===== src/rtl/tl45_wb_arbiter.sv =====
// Two-master to one-slave Wishbone arbiter: whole-cycle grants, round-robin on
// contention, and a no-ack watchdog that aborts a hung cycle with ERR.
module tl45_wb_arbiter #(
  parameter int TIMEOUT = 255,
  parameter int CNT_W   = 8
) (
  input  logic        i_clk,
  input  logic        i_reset,
  input  logic        i_m0_cyc,
  input  logic        i_m0_stb,
  input  logic        i_m0_we,
  input  logic [29:0] i_m0_addr,
  input  logic [31:0] i_m0_data,
  input  logic [3:0]  i_m0_sel,
  output logic        o_m0_ack,
  output logic        o_m0_stall,
  output logic        o_m0_err,
  output logic [31:0] o_m0_data,
  input  logic        i_m1_cyc,
  input  logic        i_m1_stb,
  input  logic        i_m1_we,
  input  logic [29:0] i_m1_addr,
  input  logic [31:0] i_m1_data,
  input  logic [3:0]  i_m1_sel,
  output logic        o_m1_ack,
  output logic        o_m1_stall,
  output logic        o_m1_err,
  output logic [31:0] o_m1_data,
  output logic        o_wb_cyc,
  output logic        o_wb_stb,
  output logic        o_wb_we,
  output logic [29:0] o_wb_addr,
  output logic [31:0] o_wb_data,
  output logic [3:0]  o_wb_sel,
  input  logic        i_wb_ack,
  input  logic        i_wb_stall,
  input  logic        i_wb_err,
  input  logic [31:0] i_wb_data
);

  typedef enum logic [1:0] {IDLE, GRANT0, GRANT1, ABORT} state_t;

  state_t           state;
  logic             last_grant;
  logic [CNT_W-1:0] count;
  logic             own_cyc;
  logic             other_cyc;

  always_comb begin
    own_cyc   = 1'b0;
    other_cyc = 1'b0;
    if (state == GRANT0) begin
      own_cyc   = i_m0_cyc;
      other_cyc = i_m1_cyc;
    end else if (state == GRANT1) begin
      own_cyc   = i_m1_cyc;
      other_cyc = i_m0_cyc;
    end
  end

  // last_grant doubles as the identity of the aborted master while in ABORT.
  always_ff @(posedge i_clk) begin
    if (i_reset) begin
      state      <= IDLE;
      last_grant <= 1'b1;
      count      <= '0;
    end else begin
      case (state)
        IDLE: begin
          count <= '0;
          if (i_m0_cyc && (!i_m1_cyc || last_grant)) begin
            state      <= GRANT0;
            last_grant <= 1'b0;
          end else if (i_m1_cyc) begin
            state      <= GRANT1;
            last_grant <= 1'b1;
          end
        end
        GRANT0, GRANT1: begin
          if (!own_cyc) begin
            count <= '0;
            if (other_cyc) begin
              state      <= (state == GRANT0) ? GRANT1 : GRANT0;
              last_grant <= (state == GRANT0);
            end else begin
              state <= IDLE;
            end
          end else if (i_wb_ack || i_wb_err) begin
            count <= '0;
          end else if (count == CNT_W'(TIMEOUT - 1)) begin
            count <= '0;
            state <= ABORT;
          end else begin
            count <= count + CNT_W'(1);
          end
        end
        default: begin
          count <= '0;
          state <= IDLE;
        end
      endcase
    end
  end

  always_comb begin
    o_wb_cyc   = 1'b0;
    o_wb_stb   = 1'b0;
    o_wb_we    = 1'b0;
    o_wb_addr  = '0;
    o_wb_data  = '0;
    o_wb_sel   = '0;
    o_m0_ack   = 1'b0;
    o_m0_err   = 1'b0;
    o_m0_stall = 1'b1;
    o_m1_ack   = 1'b0;
    o_m1_err   = 1'b0;
    o_m1_stall = 1'b1;
    case (state)
      GRANT0: begin
        o_wb_cyc   = i_m0_cyc;
        o_wb_stb   = i_m0_stb;
        o_wb_we    = i_m0_we;
        o_wb_addr  = i_m0_addr;
        o_wb_data  = i_m0_data;
        o_wb_sel   = i_m0_sel;
        o_m0_ack   = i_wb_ack;
        o_m0_err   = i_wb_err;
        o_m0_stall = i_wb_stall;
      end
      GRANT1: begin
        o_wb_cyc   = i_m1_cyc;
        o_wb_stb   = i_m1_stb;
        o_wb_we    = i_m1_we;
        o_wb_addr  = i_m1_addr;
        o_wb_data  = i_m1_data;
        o_wb_sel   = i_m1_sel;
        o_m1_ack   = i_wb_ack;
        o_m1_err   = i_wb_err;
        o_m1_stall = i_wb_stall;
      end
      ABORT: begin
        if (last_grant) o_m1_err = 1'b1;
        else            o_m0_err = 1'b1;
      end
      default: ;
    endcase
  end

  assign o_m0_data = i_wb_data;
  assign o_m1_data = i_wb_data;

endmodule

===== config.mk =====
export PLATFORM = sky130hd
export DESIGN_NAME = tl45_wb_arbiter
export DESIGN_NICKNAME = d
export VERILOG_FILES = /design/src/rtl/tl45_wb_arbiter.sv
export SDC_FILE = /design/constraint.sdc
export NUM_CORES = 1
export LEC_CHECK = 0
export BUFFER_PORTS_ARGS = -buffer_cell sky130_fd_sc_hd__buf_2
export CAP_MARGIN = 40
export CORE_AREA = 2 2 122 124
export DETAILED_ROUTE_END_ITERATION = 16
export DIE_AREA = 0 0 124 126
export PLACE_DENSITY = 0.46
export SLEW_MARGIN = 20
export SYNTH_ARGS = -nofsm -noshare
export SYNTH_HDL_FRONTEND = slang
export SYNTH_SLANG_ARGS = --single-unit

===== constraint.sdc =====
create_clock -name i_clk -period 2.5 [get_ports i_clk]
set_input_delay 0.25 -clock i_clk [delete_from_list [all_inputs] [get_ports i_clk]]
set_output_delay 0.25 -clock i_clk [all_outputs]
set_load 0.05 [all_outputs]

==> impl_metrics.toml, run 1 <==
[layout]
fin_nets = 563
fin_util_pct = 19.9
drive_above_1_share_pct = 62.9
n_antenna_cell = 0
area_growth_syn_to_layout_pct = 49.6
fin_area_um2 = 2840

[timing]
worst-slew-pin-transition_ns = 0.371
tns_ns = 0
finClkSkew_ns = 0.00415
timing.final.crit_share_pct = 95.1
finalHoldViolations = 0
relSlewSlack_pct = 75.3
post-route-min-period_ns = 2.38
setup_viol = 0
setup_ws_ns = 0.122
rsz0062_at_grt = "false"
slew_violations = 0
max_freq_mhz = 421

[routing]
wire_per_inst_um = 19.1
totalWireLength_mm = 10.8
vias = 2390
drtIter0Drc = 92
drt-pass1-iter-count = 6
drc = 0
via_per_inst = 4.24
antenna_left = 0

[critical_path]
cp-end-kind = "output port"
cp_data_arrival_time_ns = 2.13
critPathRequiredTime_ns = 2.25
critPathLaunchType = "register"
criticalPathCategory = "register to output port"
path_max_fanout = 29

[floorplanning]
chipWidth_um = 124
die_area_um2 = 15600
io-pin-count = 314
num_rows = 44
initial_utilization_pct = 13.3
fp.dieH_um = 126
core_area_um2 = 14300

[synthesis]
ys_warn_count = 0
synthArstFlopShare_pct = 0
netlist_top_cells_area = "a22o_1 (31%), buf_4 (26%), dfxtp_1 (12%), ha_1 (4.6%), buf_2 (3.9%)"
synth_seq_area_share_pct = 11.6
avgSynthCellArea_um2 = 8.09
yosysMostFrequentCell = "a22o_1"
post-synth-top-area-cell = "a22o_1"
ys.flop_type = "dfxtp_1"
ys_seq_elements = 11
synth_top_area_share_pct = 31.3
synth_edf_count = 0
synthCells = 235
syn_nets = 417
synthTopCellsByCount = "a22o_1 (68), buf_4 (66), buf_2 (15), dfxtp_1 (11), nor2_1 (10)"
synthDistinctLibCells = 34
netlist_area_um2 = 1900

[pwr]
internal_power_uw = 992
ir_worst_vdd_mv = 0.626
power_frac_seq_pct = 8.6
powerDensity_nw_per_um2 = 887
power_mw = 2.52
p_sw_share_pct = 60.7
power.switching_mw = 1.53
clock_power_share_pct = 11.4
p_leak_nw = 1.56
power_frac_comb_pct = 80.0

[global_routing]
grt_usage_pct = 11.7
gr-total-overflow = 0
grt_max_degree = 58
antenna_found_initial = 0
grt_pass1_vias = 2189
grt_pass1_wl_mm = 13.5

[placement]
dp_hpwl_mm = 8.93
place_ws_ns = 0.166
globalplace.congestion = 0.841
place_area_um2 = 2700
port_buffers = 217

[status]
status = "finished clean"

[cts]
clk_pin_slew_ns = 0.04
htreeDepth = 1
cts_setup_buffers = 0
cts_tree = "done"
clockRootBuffer = "clkbuf_16"
clkLatencyLatePin_ns = 0.24
cts_buffers = 3
clock_path_buffers = 2
cts.sinks = 11

[hold_path]
hold_path_class = "input pin to register"

[flow_run]
drv_cap = 0
==> per-stage QoR <==
step                hold slack, ns  instances
floorplan                    0.354        235
global route                 0.252        564
detailed placement           0.478        559
CTS                          0.238        563
global placement             0.462        559
finish                       0.240        564
==> worst paths after layout <==
path            start  slack, ns  depth (start not counted)       endpoint
max          state[1]       0.12                          6  o_wb_addr[22]
max reg2reg  state[0]       0.49                          7       state[0]
min           i_reset       0.24                          2       state[1]
min reg2reg  count[0]       0.48                          1       count[0]
==> placed cells by master (no fill, tap or decap), types with 2 or more instances in the layout <==
cell       synthesis  final
nand2_1            6      6
inv_1              6      6
buf_12             0      2
nand3_1            5      5
xnor2_1            2      2
dfxtp_1           11     11
o41ai_1            2      2
clkbuf_16          0      4
a22o_1            68     63
and2_1             4      2
nand2b_1           4      4
xor2_1             4      4
buf_2             15    208
and2_2             0      2
ha_1               7      6
nand4_1            4      4
o21ai_0            3      3
nor2_1            10     10
a22o_2             0      5
buf_4             66     10
==> power groups by stage <==
stage	registers (mW)	clock network, mW	logic [mW]
2_1_floorplan	0.214	0	1.70
3_5_place_dp	0.219	0	1.97
6_report	0.217	0.287	2.02
4_1_cts	0.216	0.292	2.00
3_3_place_gp	0.217	0	1.97
5_1_grt	0.219	0.307	2.13
==> layer usage <==
metal  wire length (um)  GRT usage [%]
met4                 58           1.26
met3               1290           4.08
met5                  0              0
met2               4720           18.2
met1               4730           16.0
==> timing repair <==
item,in CTS,in global routing
gates cloned,0,1
setup endpoints to repair,9,56
hold buffers,0,0
resized for setup,10,6
==> flip-flops by register name, summed over array words and instances (netlist names) <==
signal      count
last_grant      1
count           8
state           2
==> worst max-delay path, cell delays in order (launching register included) <==
cell and delay (ns):
dfxtp_1 0.40, inv_1 0.10, ha_2 0.42, and2_2 0.24
buf_12 0.20, a22o_1 0.27, buf_4 0.24
==> logic make-up after synthesis <==
family,count (synthesis),synth area share [%]
buffers and inverters,87,31.2
AOI/OAI and AO/OA,79,35.7
and+or+nand+nor,45,14.2
DFF,11,11.6
adders and majority gates,7,4.61
xor gates and xnor gates,6,2.76
==> cell type report <==
class | count | area, um2
clock buffer | 3 | 75.1
clock inverter | 1 | 5.00
fill | 1642 | 11500
inverter | 6 | 22.5
multi-input combinational | 137 | 1100
sequential | 11 | 220
tap | 184 | 230
timing repair buffer | 222 | 1190
Power figures use the tool's default switching activity.
==> inputs of run 2 (changes only) <==
--- a/config.mk
+++ b/config.mk
@@ -10,6 +10,7 @@
 export CORE_AREA = 2 2 122 124
 export DETAILED_ROUTE_END_ITERATION = 16
 export DIE_AREA = 0 0 124 126
+export GPL_TIMING_DRIVEN = 0
 export PLACE_DENSITY = 0.46
 export SLEW_MARGIN = 20
 export SYNTH_ARGS = -nofsm -noshare
==> run 2 against run 1 <==
  * Register-to-register slack gained 0.20 ns
  * Clock-buffer cell count rose by 1
  * Final cell count increased by 25%
  * Global-route usage increased by 1.2 points
  * Die area stayed put
  * Critical path depth up 2
  * Combinational power increased by 19%
  * Setup slack gained 0.0032 ns
==> impl_metrics.toml, run 2 (synthesis results as in run 1) <==
[layout]
fin_area_um2 = 3740
n_antenna_cell = 0
n_fill_cell = 1620
regMostFlops = "count"
fin_cells = 704
drive_above_1_share_pct = 71.7
fin_util_pct = 26.1
fin_nets = 703
area_growth_syn_to_layout_pct = 96.6
largest_reg_flops = 8
final_common_cell = "buf_2"
top_regs = "count x8, state x2, last_grant x1"
layout_common_cells = "buf_2 (253), buf_4 (95), a22o_1 (68)"

[placement]
dp_hpwl_mm = 10.5
port_buffers = 281
place_area_um2 = 3540
dpl.cell_count = 700
globalplace.congestion = 0.826

[critical_path]
timing.rr.start = "state[0]"
timing.rr.end = "state[0]"
r2r_cells = 7
critPathLaunchType = "register"
reg2reg_slack_ns = 0.69
critPathRequiredTime_ns = 2.25
criticalPathCategory = "register to output port"
cp_data_arrival_time_ns = 2.12
path_max_fanout = 10
cp-end-kind = "output port"

[timing]
rsz0062_at_grt = "false"
slew_violations = 0
worst-slew-pin-transition_ns = 0.354
finalHoldViolations = 0
post-route-min-period_ns = 2.37
timing.final.crit_share_pct = 95.0
max_freq_mhz = 421
finClkSkew_ns = 0.00128
setup_viol = 0
relSlewSlack_pct = 76.3
whs_ns = 0.230

[flow_run]
drv_cap = 0

[routing]
drt-pass1-iter-count = 4
drc = 0
totalWireLength_mm = 11.8
wire_per_inst_um = 16.8
vias = 2861
via_per_inst = 4.06
antenna_left = 0
drtIter0Drc = 67

[cts]
cts_setup_buffers = 0
htreeDepth = 1
cts_tree = "done"
cts.sinks = 11
cts_buffers = 3
clk_pin_slew_ns = 0.04
clkLatencyLatePin_ns = 0.23
clockRootBuffer = "clkbuf_16"
clock_path_buffers = 2

[pwr]
p_leak_nw = 2.15
ir_worst_vdd_mv = 0.318
powerDensity_nw_per_um2 = 778

[status]
status = "finished clean"

[hold_path]
min_to = "state[0]"
hold_path_class = "input pin to register"
hold_start = "i_reset"
whs_path_depth = 2

[global_routing]
antenna_found_initial = 0
gr-total-overflow = 0
grt_usage_pct = 12.9
grt_pass1_vias = 2693
grt_pass1_wl_mm = 15.2
grt_max_degree = 11

[floorplanning]
chipWidth_um = 124
core_area_um2 = 14300
io-pin-count = 314
die_area_um2 = 15600
initial_utilization_pct = 13.3
fp.dieH_um = 126
num_rows = 44
run 2: how the worst max path moves through the flow:
stage          startpoint             to  slack (ns)
6_report         state[0]  o_wb_data[30]        0.13
2_1_floorplan    state[0]  o_wb_data[11]        0.40
3_3_place_gp     state[0]  o_wb_data[25]        0.12
4_1_cts          state[1]    o_wb_sel[2]      -0.003
3_5_place_dp     state[0]  o_wb_data[25]        0.08
5_1_grt          state[1]  o_wb_data[19]        0.03
run 2: layout make-up:
class	instances	area, um2	area share [%]
Inverter	6	22.5	0.603
Multi-Input combinational cell	137	1090	29.2
Clock buffer	4	78.8	2.11
Buffer	81	603	16.1
Timing Repair Buffer	281	1490	39.9
Tap cell	184	230	6.16
Sequential cell	11	223	5.96
run 2: repair_timing:
item                                    4_1_cts  5_1_grt
hold endpoints to repair                      0        0
gates resized for setup                      34       14
endpoints found under the setup margin       39       62
hold buffers                                  0        0
run 2: critical path: stages (launching register included):
cell and delay [ns]:
dfxtp_2 0.36, inv_1 0.08, ha_2 0.34, and2_1 0.17
clkbuf_4 0.17, buf_6 0.15, buf_4 0.17, a22o_1 0.25
buf_4 0.19
run 2: where the power goes:
part / internal [mW] / switching (mW)
logic: 0.730 / 1.67
registers: 0.198 / 0.0224
clock network: 0.214 / 0.0749
total: 1.14 / 1.76
run 2: routing by layer:
layer	global-route usage, %	vias to the layer above	wire (um)
li1	-	1382	-
met1	15.0	1342	4560
met2	22.2	129	5670
met3	5.25	8	1460
met4	2.31	0	149
met5	0	-	0
run 2: per-stage QoR:
step	power [mW]	setup slack [ns]	TNS (ns)
3_5_place_dp	2.53	0.0808	0
5_1_grt	3.03	0.0328	0
3_3_place_gp	2.52	0.122	0
4_1_cts	2.91	-0.00252	-0.00252
2_1_floorplan	1.92	0.405	0
6_report	2.91	0.125	0
==> inputs of run 3 (changes only) <==
--- a/config.mk
+++ b/config.mk
@@ -6,7 +6,6 @@
 export NUM_CORES = 1
 export LEC_CHECK = 0
 export BUFFER_PORTS_ARGS = -buffer_cell sky130_fd_sc_hd__buf_2
-export CAP_MARGIN = 40
 export CORE_AREA = 2 2 122 124
 export DETAILED_ROUTE_END_ITERATION = 16
 export DIE_AREA = 0 0 124 126
==> constraint.sdc (replaced) <==
create_clock -name i_clk -period 2.6 [get_ports i_clk]
set_input_delay 0.26 -clock i_clk [delete_from_list [all_inputs] [get_ports i_clk]]
set_output_delay 0.26 -clock i_clk [all_outputs]
set_load 0.05 [all_outputs]
==> run 3 against run 2 <==
  * Power shrank 5.2%
  * Core utilization shrank 0.38 points
  * Via count is essentially flat
  * Sequential power shrank 4%
  * Final cell count is the same
  * Combinational power shrank 5%
  * Non-clock buffer count is the same
  * Final area shrank 1.5%
  * Largest cell class unchanged
  * Highest routed layer unchanged
==> impl_metrics.toml, run 3 (synthesis results as in run 1) <==
[flow_run]
drv_cap = 0

[critical_path]
path_max_fanout = 10
cp-end-kind = "output port"
reg2reg_slack_ns = 0.80
critPathLaunchType = "register"
cpMaxStageDelayCell = "ha_2"
crit_path_cell_trace = "inv_1, ha_2, and2_1, buf_2, buf_4, clkbuf_4, a22o_1, buf_4"
slowest_delay_ns = 0.40
path_common_cell = "buf_4"
criticalPathCategory = "register to output port"
cp-startpoint = "state[1]"
timing.rr.start = "state[0]"
timing.rr.end = "state[0]"
r2r_cells = 7
critPathRequiredTime_ns = 2.34
cp_data_arrival_time_ns = 2.20

[routing]
antenna_left = 0
totalWireLength_mm = 11.9
drc = 0
via_per_inst = 4.07
drtIter0Drc = 59
wire_per_inst_um = 16.8
vias = 2862
drt-pass1-iter-count = 4

[cts]
cts.sinks = 11
cts_buffers = 3
cts_tree = "done"
clk_pin_slew_ns = 0.04
clock_path_buffers = 2
htreeDepth = 1
clkLatencyLatePin_ns = 0.23
cts_hold_buf = 0
clockRootBuffer = "clkbuf_16"

[pwr]
p_leak_nw = 2.16
ir_worst_vdd_mv = 0.306
powerDensity_nw_per_um2 = 749

[hold_path]
min_to = "state[0]"
hold_path_class = "input pin to register"
whs_path_depth = 2
hold_start = "i_reset"

[layout]
n_antenna_cell = 0
fin_util_pct = 25.7
layout_common_cells = "buf_2 (272), buf_4 (86), a22o_1 (68)"
drive_above_1_share_pct = 71.7
largest_reg_flops = 8
fin_cells = 704
final_common_cell = "buf_2"
area_growth_syn_to_layout_pct = 93.7
multi_input_area_um2 = 1090
fin_nets = 703
top_regs = "count x8, state x2, last_grant x1"
regMostFlops = "count"
n_fill_cell = 1621
seqCellArea_um2 = 223
fin_area_um2 = 3680

[global_routing]
grt_usage_pct = 12.9
grt_pass1_vias = 2691
antenna_found_initial = 0
grt_pass1_wl_mm = 15.2
grt_max_degree = 11
gr-total-overflow = 0

[timing]
timing.final.crit_share_pct = 94.7
post-route-min-period_ns = 2.46
relSlewSlack_pct = 76.3
whs_ns = 0.240
finalHoldViolations = 0
worst-slew-pin-transition_ns = 0.354
tns_ns = 0
max_freq_mhz = 406
finClkSkew_ns = 0.00128
rsz0062_at_grt = "false"
slew_violations = 0
setup_viol = 0

[placement]
dp_hpwl_mm = 10.5
globalplace.congestion = 0.826
place_area_um2 = 3540
dpl.cell_count = 700
port_buffers = 281

[floorplanning]
initial_utilization_pct = 13.3
fp.dieH_um = 126
chipWidth_um = 124
core_area_um2 = 14300
num_rows = 44
die_area_um2 = 15600
io-pin-count = 314

[status]
status = "finished clean"
## run 3: cell types whose count changed in the layout (fill, tap and decap cells not counted)
| cell | change |
|---|---|
| buf_2 | +19 |
| clkbuf_4 | -8 |
| buf_6 | -2 |
| buf_4 | -9 |
## run 3: worst max-delay path by stage
| stage | slack [ns] | to | depth (start not counted) |
|---|---|---|---|
| 6_report | 0.14 | o_wb_data[25] | 8 |
| 5_1_grt | 0.02 | o_wb_data[19] | 8 |
| 4_1_cts | 0.01 | o_wb_data[25] | 8 |
| 3_5_place_dp | 0.17 | o_wb_data[25] | 8 |
| 3_3_place_gp | 0.21 | o_wb_data[25] | 8 |
| 2_1_floorplan | 0.49 | o_wb_data[11] | 7 |
## run 3: area by class of cell
cell class | count | area share [%]
Timing Repair Buffer | 281 | 39.6
Sequential cell | 11 | 6.05
Multi-Input combinational cell | 137 | 29.6
Buffer | 81 | 15.8
Inverter | 6 | 0.612
Clock buffer | 4 | 2.14
Tap cell | 184 | 6.25
## run 3: critical path, delay by kind of cell, from the launching register on
family	cells	cell delay (ns)
adders and majority gates	1	0.40
buffers and inverters	5	0.91
DFF	1	0.36
AOI/OAI and AO/OA	1	0.16
and+or+nand+nor	1	0.13
## run 3: stage by stage
step                setup WS, ns  total power [mW]
floorplan                  0.495              1.84
global placement           0.212              2.43
detailed placement         0.171              2.43
CTS                       0.0118              2.77
global route              0.0153              2.88
finish                     0.138              2.76
## run 3: per-layer routing
layer | vias to the layer above | part of all wire, % | global-route usage, %
met5 | - | 0 | 0
met4 | 0 | 1.3 | 2.31
met3 | 8 | 12 | 5.25
met2 | 132 | 48 | 22.2
met1 | 1341 | 39 | 15.0
li1 | 1381 | - | -
## run 3: report_power, final
group | total, mW | internal [mW] | switching [mW] | leakage (nW)
clock | 0.278 | 0.206 | 0.0720 | 0.0382
combinational | 2.27 | 0.666 | 1.60 | 2.03
sequential | 0.212 | 0.191 | 0.0215 | 0.0899
total | 2.76 | 1.06 | 1.69 | 2.16
## run 3: repair_timing
| action | in CTS | in global routing |
|---|---|---|
| setup buffers | 0 | 0 |
| cloned | 0 | 0 |
| hold endpoints to repair | 0 | 0 |
| endpoints found under the setup margin | 22 | 29 |
| resized for setup | 21 | 6 |
